`src/rtl/res_station_age_pkg.sv`:
```
// Shared types for the age-ordered reservation station.
//  rename_data : renamed op as delivered by dispatch
//  rs_data     : op as held in the station and issued to the FU (adds rob_index)
//  rob_age()   : distance of a ROB index from the ROB head (smaller = older)
package res_station_age_pkg;

  localparam int RS_ROB_W  = 5;
  localparam int RS_PREG_W = 7;
  localparam int RS_N_PREG = 1 << RS_PREG_W;

  typedef struct packed {
    logic [1:0]           fu;
    logic [6:0]           opcode;
    logic [RS_PREG_W-1:0] pd_new;
    logic [RS_PREG_W-1:0] ps1;
    logic [RS_PREG_W-1:0] ps2;
    logic [31:0]          imm;
    logic [2:0]           func3;
    logic [6:0]           func7;
  } rename_data;

  typedef struct packed {
    rename_data          op;
    logic [RS_ROB_W-1:0] rob_index;
  } rs_data;

  // Modular subtraction: the head itself is age 0, wrap-around is implicit.
  function automatic logic [RS_ROB_W-1:0] rob_age(input logic [RS_ROB_W-1:0] idx,
                                                  input logic [RS_ROB_W-1:0] head);
    return idx - head;
  endfunction

endpackage

```
`src/rtl/res_station_age_if.sv`:
```
// Bundle of all non-clock/reset signals of the reservation station.
//  master : dispatch / wakeup / flush / FU side driving the station
//  slave  : the station itself (issue_valid, data_out, full, count outputs)
interface res_station_age_if import res_station_age_pkg::*; #(
  parameter int DEPTH  = 8,
  parameter int N_WAKE = 2,
  parameter int PREG_W = RS_PREG_W,
  parameter int ROB_W  = RS_ROB_W,
  parameter int N_PREG = RS_N_PREG
);
  localparam int CNT_W = $clog2(DEPTH + 1);

  logic                           di_en;
  rename_data                     r_data;
  logic [ROB_W-1:0]               rob_index_in;
  logic [N_PREG-1:0]              preg_rtable;
  logic [N_WAKE-1:0]              wake_valid;
  logic [N_WAKE-1:0][PREG_W-1:0]  wake_tag;
  logic                           fu_ready;
  logic [ROB_W-1:0]               rob_head;
  logic                           flush;
  logic [ROB_W-1:0]               flush_tag;
  logic                           issue_valid;
  rs_data                         data_out;
  logic                           full;
  logic [CNT_W-1:0]               count;

  modport master (
    output di_en, r_data, rob_index_in, preg_rtable, wake_valid, wake_tag,
           fu_ready, rob_head, flush, flush_tag,
    input  issue_valid, data_out, full, count
  );

  modport slave (
    input  di_en, r_data, rob_index_in, preg_rtable, wake_valid, wake_tag,
           fu_ready, rob_head, flush, flush_tag,
    output issue_valid, data_out, full, count
  );

endinterface

```
`src/rtl/res_station_age_oldest_picker.sv`:
```
// Oldest-eligible selector: binary tree of age comparators.
//  eligible    in  per-entry candidate mask
//  rob_index   in  per-entry ROB index
//  rob_head    in  age origin
//  grant_valid out at least one candidate
//  grant_idx   out entry holding the smallest age among candidates
// DEPTH need not be a power of two; missing leaves are tied off as invalid.
module rs_oldest_picker #(
  parameter int DEPTH = 8,
  parameter int ROB_W = 5
) (
  input  logic [DEPTH-1:0]            eligible,
  input  logic [DEPTH-1:0][ROB_W-1:0] rob_index,
  input  logic [ROB_W-1:0]            rob_head,
  output logic                        grant_valid,
  output logic [$clog2(DEPTH)-1:0]    grant_idx
);
  localparam int IDX_W  = $clog2(DEPTH);
  localparam int LEAVES = 1 << IDX_W;

  // Heap layout: node n has children 2n and 2n+1, leaves at LEAVES..2*LEAVES-1.
  logic             nv [2*LEAVES-1:1];
  logic [IDX_W-1:0] ni [2*LEAVES-1:1];
  logic [ROB_W-1:0] na [2*LEAVES-1:1];
  logic             take_right;

  always_comb begin
    take_right = 1'b0;
    for (int n = 1; n < 2*LEAVES; n++) begin
      nv[n] = 1'b0;
      ni[n] = '0;
      na[n] = '0;
    end
    for (int l = 0; l < DEPTH; l++) begin
      nv[LEAVES+l] = eligible[l];
      ni[LEAVES+l] = IDX_W'(l);
      na[LEAVES+l] = ROB_W'(rob_index[l] - rob_head);
    end
    // Children are always resolved before their parent (descending order).
    for (int n = LEAVES-1; n >= 1; n--) begin
      take_right = nv[2*n+1] && (!nv[2*n] || (na[2*n+1] < na[2*n]));
      nv[n] = nv[2*n] || nv[2*n+1];
      ni[n] = take_right ? ni[2*n+1] : ni[2*n];
      na[n] = take_right ? na[2*n+1] : na[2*n];
    end
    grant_valid = nv[1];
    grant_idx   = ni[1];
  end

endmodule

```
`src/rtl/res_station_age.sv`:
```
// Age-ordered reservation station between dispatch and one functional unit.
//  clk, reset : clock, synchronous active-high reset
//  bus (slave): dispatch (di_en, r_data, rob_index_in, preg_rtable),
//               wakeup (wake_valid, wake_tag), issue (fu_ready, issue_valid,
//               data_out), age origin (rob_head), flush (flush, flush_tag),
//               status (full, count)
// Ops wait for both source tags, then the oldest ready op (by ROB age) issues.
// A flush removes every op younger than the mispredicted branch.
module res_station_age import res_station_age_pkg::*; #(
  parameter int DEPTH  = 8,
  parameter int N_WAKE = 2,
  parameter int PREG_W = RS_PREG_W,
  parameter int ROB_W  = RS_ROB_W,
  parameter int N_PREG = RS_N_PREG
) (
  input logic              clk,
  input logic              reset,
  res_station_age_if.slave bus
);
  localparam int IDX_W = $clog2(DEPTH);
  localparam int CNT_W = $clog2(DEPTH + 1);

  rs_data                      ent [DEPTH];
  logic [DEPTH-1:0]            valid, rdy1, rdy2;
  logic [DEPTH-1:0]            wake1, wake2, killed, eligible;
  logic [DEPTH-1:0][ROB_W-1:0] ent_rob;
  logic [N_PREG-1:0]           rtable;
  logic [ROB_W-1:0]            flush_age;
  logic                        grant_valid, do_issue;
  logic [IDX_W-1:0]            grant_idx, free_idx;
  logic                        free_found, alloc, in_rdy1, in_rdy2;
  logic [CNT_W-1:0]            kill_cnt;

  function automatic logic tag_hit(input logic [PREG_W-1:0]             tag,
                                   input logic [N_WAKE-1:0]             wv,
                                   input logic [N_WAKE-1:0][PREG_W-1:0] wt);
    logic hit;
    hit = 1'b0;
    for (int p = 0; p < N_WAKE; p++) hit = hit | (wv[p] && (wt[p] == tag));
    return hit;
  endfunction

  assign rtable    = bus.preg_rtable;
  assign flush_age = rob_age(bus.flush_tag, bus.rob_head);

  always_comb begin
    for (int i = 0; i < DEPTH; i++) begin
      ent_rob[i]  = ent[i].rob_index;
      wake1[i]    = tag_hit(ent[i].op.ps1, bus.wake_valid, bus.wake_tag);
      wake2[i]    = tag_hit(ent[i].op.ps2, bus.wake_valid, bus.wake_tag);
      // Strictly younger than the branch; the branch itself survives.
      killed[i]   = bus.flush && valid[i] &&
                    (rob_age(ent[i].rob_index, bus.rob_head) > flush_age);
      eligible[i] = valid[i] && rdy1[i] && rdy2[i] && !killed[i];
    end
  end

  // Lowest-index free entry, from pre-edge occupancy only.
  always_comb begin
    free_found = 1'b0;
    free_idx   = '0;
    for (int i = DEPTH-1; i >= 0; i--) begin
      if (!valid[i]) begin
        free_found = 1'b1;
        free_idx   = IDX_W'(i);
      end
    end
  end

  always_comb begin
    kill_cnt = '0;
    for (int i = 0; i < DEPTH; i++) kill_cnt = kill_cnt + CNT_W'(killed[i]);
  end

  rs_oldest_picker #(.DEPTH(DEPTH), .ROB_W(ROB_W)) u_picker (
    .eligible    (eligible),
    .rob_index   (ent_rob),
    .rob_head    (bus.rob_head),
    .grant_valid (grant_valid),
    .grant_idx   (grant_idx)
  );

  // Same-cycle wake on a source tag bypasses into the new entry.
  assign in_rdy1  = rtable[bus.r_data.ps1] || tag_hit(bus.r_data.ps1, bus.wake_valid, bus.wake_tag);
  assign in_rdy2  = rtable[bus.r_data.ps2] || tag_hit(bus.r_data.ps2, bus.wake_valid, bus.wake_tag);
  assign alloc    = bus.di_en && !bus.full && !bus.flush && free_found;
  assign do_issue = bus.fu_ready && grant_valid;
  assign bus.full = (bus.count == CNT_W'(DEPTH));

  always_ff @(posedge clk) begin
    if (reset) begin
      valid           <= '0;
      bus.issue_valid <= 1'b0;
      bus.data_out    <= '0;
      bus.count       <= '0;
    end else begin
      for (int i = 0; i < DEPTH; i++) begin
        if (alloc && (free_idx == IDX_W'(i))) begin
          valid[i] <= 1'b1;
          ent[i]   <= '{op: bus.r_data, rob_index: bus.rob_index_in};
          rdy1[i]  <= in_rdy1;
          rdy2[i]  <= in_rdy2;
        end else begin
          if (killed[i] || (do_issue && (grant_idx == IDX_W'(i)))) valid[i] <= 1'b0;
          if (wake1[i]) rdy1[i] <= 1'b1;
          if (wake2[i]) rdy2[i] <= 1'b1;
        end
      end
      bus.issue_valid <= do_issue;
      if (do_issue) bus.data_out <= ent[grant_idx];
      // Killed and issued sets are disjoint, so the terms never double count.
      bus.count <= bus.count + CNT_W'(alloc) - CNT_W'(do_issue) - kill_cnt;
    end
  end

endmodule

```
`src/flat_wrapper.sv`:
```
// flat-port wrapper written by rule: the top's interface ports become plain ports
module res_station_age_flat import res_station_age_pkg::*;
#(
  parameter int DEPTH  = 8,
  parameter int N_WAKE = 2,
  parameter int PREG_W = RS_PREG_W,
  parameter int ROB_W  = RS_ROB_W,
  parameter int N_PREG = RS_N_PREG
)
  (clk, reset, bus_di_en, bus_r_data, bus_rob_index_in, bus_preg_rtable, bus_wake_valid, bus_wake_tag, bus_fu_ready, bus_rob_head, bus_flush, bus_flush_tag, bus_issue_valid, bus_data_out, bus_full, bus_count);
  res_station_age_if #(.DEPTH(DEPTH), .N_WAKE(N_WAKE), .PREG_W(PREG_W), .ROB_W(ROB_W), .N_PREG(N_PREG)) bus_i ();
  input logic clk;
  input logic reset;
  input wire logic [$bits(bus_i.di_en)-1:0] bus_di_en;
  input wire logic [$bits(bus_i.r_data)-1:0] bus_r_data;
  input wire logic [$bits(bus_i.rob_index_in)-1:0] bus_rob_index_in;
  input wire logic [$bits(bus_i.preg_rtable)-1:0] bus_preg_rtable;
  input wire logic [$bits(bus_i.wake_valid)-1:0] bus_wake_valid;
  input wire logic [$bits(bus_i.wake_tag)-1:0] bus_wake_tag;
  input wire logic [$bits(bus_i.fu_ready)-1:0] bus_fu_ready;
  input wire logic [$bits(bus_i.rob_head)-1:0] bus_rob_head;
  input wire logic [$bits(bus_i.flush)-1:0] bus_flush;
  input wire logic [$bits(bus_i.flush_tag)-1:0] bus_flush_tag;
  output wire logic [$bits(bus_i.issue_valid)-1:0] bus_issue_valid;
  output wire logic [$bits(bus_i.data_out)-1:0] bus_data_out;
  output wire logic [$bits(bus_i.full)-1:0] bus_full;
  output wire logic [$bits(bus_i.count)-1:0] bus_count;
  assign bus_i.di_en = bus_di_en;
  assign bus_i.r_data = bus_r_data;
  assign bus_i.rob_index_in = bus_rob_index_in;
  assign bus_i.preg_rtable = bus_preg_rtable;
  assign bus_i.wake_valid = bus_wake_valid;
  assign bus_i.wake_tag = bus_wake_tag;
  assign bus_i.fu_ready = bus_fu_ready;
  assign bus_i.rob_head = bus_rob_head;
  assign bus_i.flush = bus_flush;
  assign bus_i.flush_tag = bus_flush_tag;
  assign bus_issue_valid = bus_i.issue_valid;
  assign bus_data_out = bus_i.data_out;
  assign bus_full = bus_i.full;
  assign bus_count = bus_i.count;
  res_station_age #(.DEPTH(DEPTH), .N_WAKE(N_WAKE), .PREG_W(PREG_W), .ROB_W(ROB_W), .N_PREG(N_PREG)) u_core (.clk(clk), .reset(reset), .bus(bus_i));
endmodule
```
`config.mk`:
```
export PLATFORM = sky130hd
export DESIGN_NAME = res_station_age_flat
export DESIGN_NICKNAME = d
export VERILOG_FILES = /design/src/rtl/res_station_age_pkg.sv /design/src/rtl/res_station_age_if.sv /design/src/rtl/res_station_age_oldest_picker.sv /design/src/rtl/res_station_age.sv /design/src/flat_wrapper.sv
export SDC_FILE = /design/constraint.sdc
export NUM_CORES = 1
export LEC_CHECK = 0
export BUFFER_PORTS_ARGS = -buffer_cell sky130_fd_sc_hd__buf_2
export CORE_ASPECT_RATIO = 1.4
export CORE_MARGIN = 3
export CORE_UTILIZATION = 65
export CTS_CLUSTER_DIAMETER = 40
export DETAILED_ROUTE_END_ITERATION = 8
export PLACE_DENSITY_LB_ADDON = 0.15
export SYNTH_ARGS = -nofsm -noshare
export SYNTH_HDL_FRONTEND = slang
export SYNTH_SLANG_ARGS = --single-unit
```
`constraint.sdc`:
```
create_clock -name clk -period 21.7 [get_ports clk]
set_input_delay 3.255 -clock clk [delete_from_list [all_inputs] [get_ports clk]]
set_output_delay 3.255 -clock clk [all_outputs]
set_load 0.01 [all_outputs]
```
==> metrics.md <==
| Metric | Value |
|---|---|
| HPWL after DPL | 65.5 mm |
| Setup bufs post-CTS | 0 |
| Post-synth top area cell | edfxtp_1 |
| Unique masters post-synth | 78 |
| Rows | 99 |
| Net Sw Power | 729 uW |
| Tmin final | 12.53 ns |
| Sequential power share | 49.5% |
| Via count | 23900 |
| Post-synthesis mux area share | 5.84% |
| WL per Instance | 29.5 um |
| Vias in the first global route | 25100 |
| Slew HR | 12.8% |
| ANT nets after route | 0 |
| Total GRT Usage | 36.2% |
| Peak supply drop | 0.0000824 V |
| Yosys reg bits | 722 |
| Adder-Cell Fraction of Synth Area | 4.56% |
| CP startpoint kind | input port |
| Post-synthesis sequential area ratio | 60.4% |
| Max stage delay on crit path | 1.11 ns |
| CTS resizes | 0 |
| Ys Warns | 0 |
| TritonCTS clock tree | done |
| Area delta synth->final | 13.5% |
| Period utilisation layout | 57.8% |
| Top Ports | 319 |
| CP Data Arrival Time | 13.05 ns |
| GRT overflow | 0 |
| Number of CTS-inserted buffers | 71 |
| Via/cell ratio | 6.89 |
| Slew @ Worst Pin | 1.30 ns |
| Final setup viols | 0 |
| Post-Syn Instances | 2432 |
| HP Class | register to register |
| PwrDens | 79.2 mW/mm^2 |
| Drt pass-1 iters | 9 |
| Initial DRC Count | 2528 |
| Die area | 0.0557 sq mm |
| Initial antenna violation count | 8 |
| CTS Buffer Depth | 3 |
| Status | finished with violations |
| Max-slew violation count | 0 |
| Core box area | 0.0523 sq mm |
| Fin. Hold Viols | 0 |
| Root Buffer | clkbuf_16 |
| RSZ-0062 raised after global routing | no |
| Final Cell Area | 0.0390 sq mm |
| CP endpoint kind | register |
| Syn avg cell area | 14.1 sq um |
| Crit path kind | input port to register |
| Clock latency on the worst-skew pair | 0.64 ns |
| Largest net degree at the start of global routing | 90 |
| Switching Share | 23.6% |
| Top post-synthesis cells by area | edfxtp_1 55%, xor2_1 5.8%, mux4_2 5.5% |
| Clk_skew | 0.0448 ns |
| Placed instance area | 0.0366 sq mm |
| Die Height | 278 um |
| Sum of negative setup slack | 0 ns |
| Count leader, synth | edfxtp_1 |
| WL final | 102 mm |
| Synth Net Count | 2781 |
| Number of synthesized flops with an enable pin | 632 |
| Gpl congestion | 0.967 |
| Comb pwr share | 9.6% |
| Clock-pin slew on the worst setup and hold paths | 0.07 ns |
| Lkg Pwr | 0.0141 uW |
| Top cell type's share of synthesized area | 55.2% |
| Max Freq | 0.0798 GHz |
| Max-Cap Viols | 0 |
| DRC | 3 |
| Clock Sink Count | 722 |
| Compound-Gate Fraction of Synth Area | 12.2% |
| Internal power | 2360 uW |
| H-Tree Depth | 3 |
| Synthesized cell area | 0.0344 sq mm |
| Post-synthesis xor/xnor area fraction | 7.90% |
| First-pass GRT wire length | 152 mm |
| Ys async rst share | 0% |
| Share of cells above drive strength 1 | 21.3% |
| Post-synth top flop | edfxtp_1 |
| Commonest cells in the netlist | 632 x edfxtp_1, 226 x xor2_1, 203 x a22oi_1 |
| Port Buffers | 318 |
| Largest fanout on the critical path | 40 |
| Final-stage net count | 3050 |
| Simple-Gate Fraction of Synth Area | 6.50% |
| Hold_buf cts | 0 |
| Die width | 200 um |
| Failing checks | design-rule violations |
| CP max stage cell | nor2b_4 |
| Initial Util | 65.8% |
| Clk pwr share | 40.9% |
| Data required time of the worst path | 22.22 ns |
| Largest family of logic cells by synthesized area | compound AO/OA/AOI/OAI gates |
-- power groups by stage --
stage	sequential [uW]	combinational, uW	clock [uW]
4_1_cts	1530	294	1270
3_3_place_gp	1560	282	0
5_1_grt	1530	322	1320
3_5_place_dp	1560	292	0
2_1_floorplan	1560	184	0
6_report	1530	297	1260
-- registers in the layout, indices dropped and copies added (netlist names) --
signal	count
u_core.rdy2	8
u_core.valid	8
u_core.ent	616
u_core.bus.issue_valid	1
u_core.rdy1	8
u_core.bus.data_out	77
u_core.bus.count	4
-- per-stage QoR --
step	hold WS [ns]	power [uW]	std cells	setup slack, ns	util, %
global route	0.476	3170	3470	8.61	74.6
CTS	0.448	3090	3466	9.24	74.6
floorplan	0.434	1740	2432	11.41	-
finish	0.449	3090	3470	9.17	74.6
global placement	0.436	1840	3335	8.92	69.9
detailed placement	0.450	1850	3335	8.64	69.9
-- cell type report --
class | count | area, sq um
inverter | 58 | 218
clock inverter | 45 | 557
sequential | 722 | 20800
tap | 707 | 885
fill | 3341 | 13300
clock buffer | 86 | 1880
multi-input combinational | 1502 | 12900
timing repair buffer | 346 | 1810
antenna | 4 | 10.0
-- cell usage in the layout, fill, tap and decap left out, types with 8 or more instances in the layout --
cell | synthesis | routed
nand2b_1 | 12 | 12
nand4_1 | 50 | 50
nand4b_1 | 42 | 42
xor2_1 | 226 | 226
xnor2_1 | 81 | 81
clkbuf_1 | 81 | 11
nand2_1 | 95 | 95
a31oi_1 | 20 | 20
a22o_1 | 72 | 72
a222oi_1 | 35 | 35
nor2_4 | 0 | 8
ha_1 | 98 | 98
nor2b_1 | 21 | 16
edfxtp_1 | 632 | 632
a22oi_1 | 203 | 203
o21ai_0 | 64 | 64
clkinv_2 | 0 | 10
nor4_1 | 34 | 34
dfxtp_1 | 90 | 90
and2_1 | 14 | 10
a21oi_1 | 89 | 89
buf_4 | 5 | 27
nor2_1 | 66 | 58
mux4_2 | 84 | 84
inv_1 | 58 | 58
nand3_1 | 48 | 47
buf_2 | 47 | 318
clkbuf_16 | 0 | 72
fa_1 | 15 | 15
o211ai_1 | 14 | 14
nand3b_1 | 9 | 9
a21o_1 | 18 | 18
-- worst paths after layout --
path | startpoint | endpoint | slack (ns) | depth (start not counted)
max | bus_rob_head[1] | u_core.bus.data_out[48] | 9.17 | 32
min | u_core.ent[5][15] | u_core.bus.data_out[15] | 0.45 | 2
max reg2reg | u_core.ent[5][0] | u_core.bus.data_out[48] | 12.05 | 33
min reg2reg | u_core.ent[5][15] | u_core.bus.data_out[15] | 0.45 | 2
-- kinds of logic (layout without fill, tap and decap cells) --
logic type      after synthesis  count (layout)
xor+xnor                    308             308
fa+ha+maj                   117             117
compound gates              572             572
simple gates                410             410
flops                       722             722
buf+inv                     208             535
mux                          95              95
other cells                   0               4
-- routing by layer --
| layer | track usage (%) | vias to the layer above | routed length, um |
|---|---|---|---|
| met4 | 21.7 | 6 | 6530 |
| met2 | 62.3 | 1551 | 52200 |
| li1 | - | 10100 | - |
| met5 | 0 | - | 42 |
| met3 | 6.89 | 408 | 9190 |
| met1 | 42.4 | 11800 | 34500 |
-- critical path: cells and delay by family --
family,cells,cell delay [ns]
AOI/OAI and AO/OA,16,3.48
xor gates and xnor gates,1,0.78
adders and majority gates,5,1.91
buffers and inverters,4,1.14
muxes,1,0.30
and+or+nand+nor,5,2.08
(Power assumes the default switching activity.)
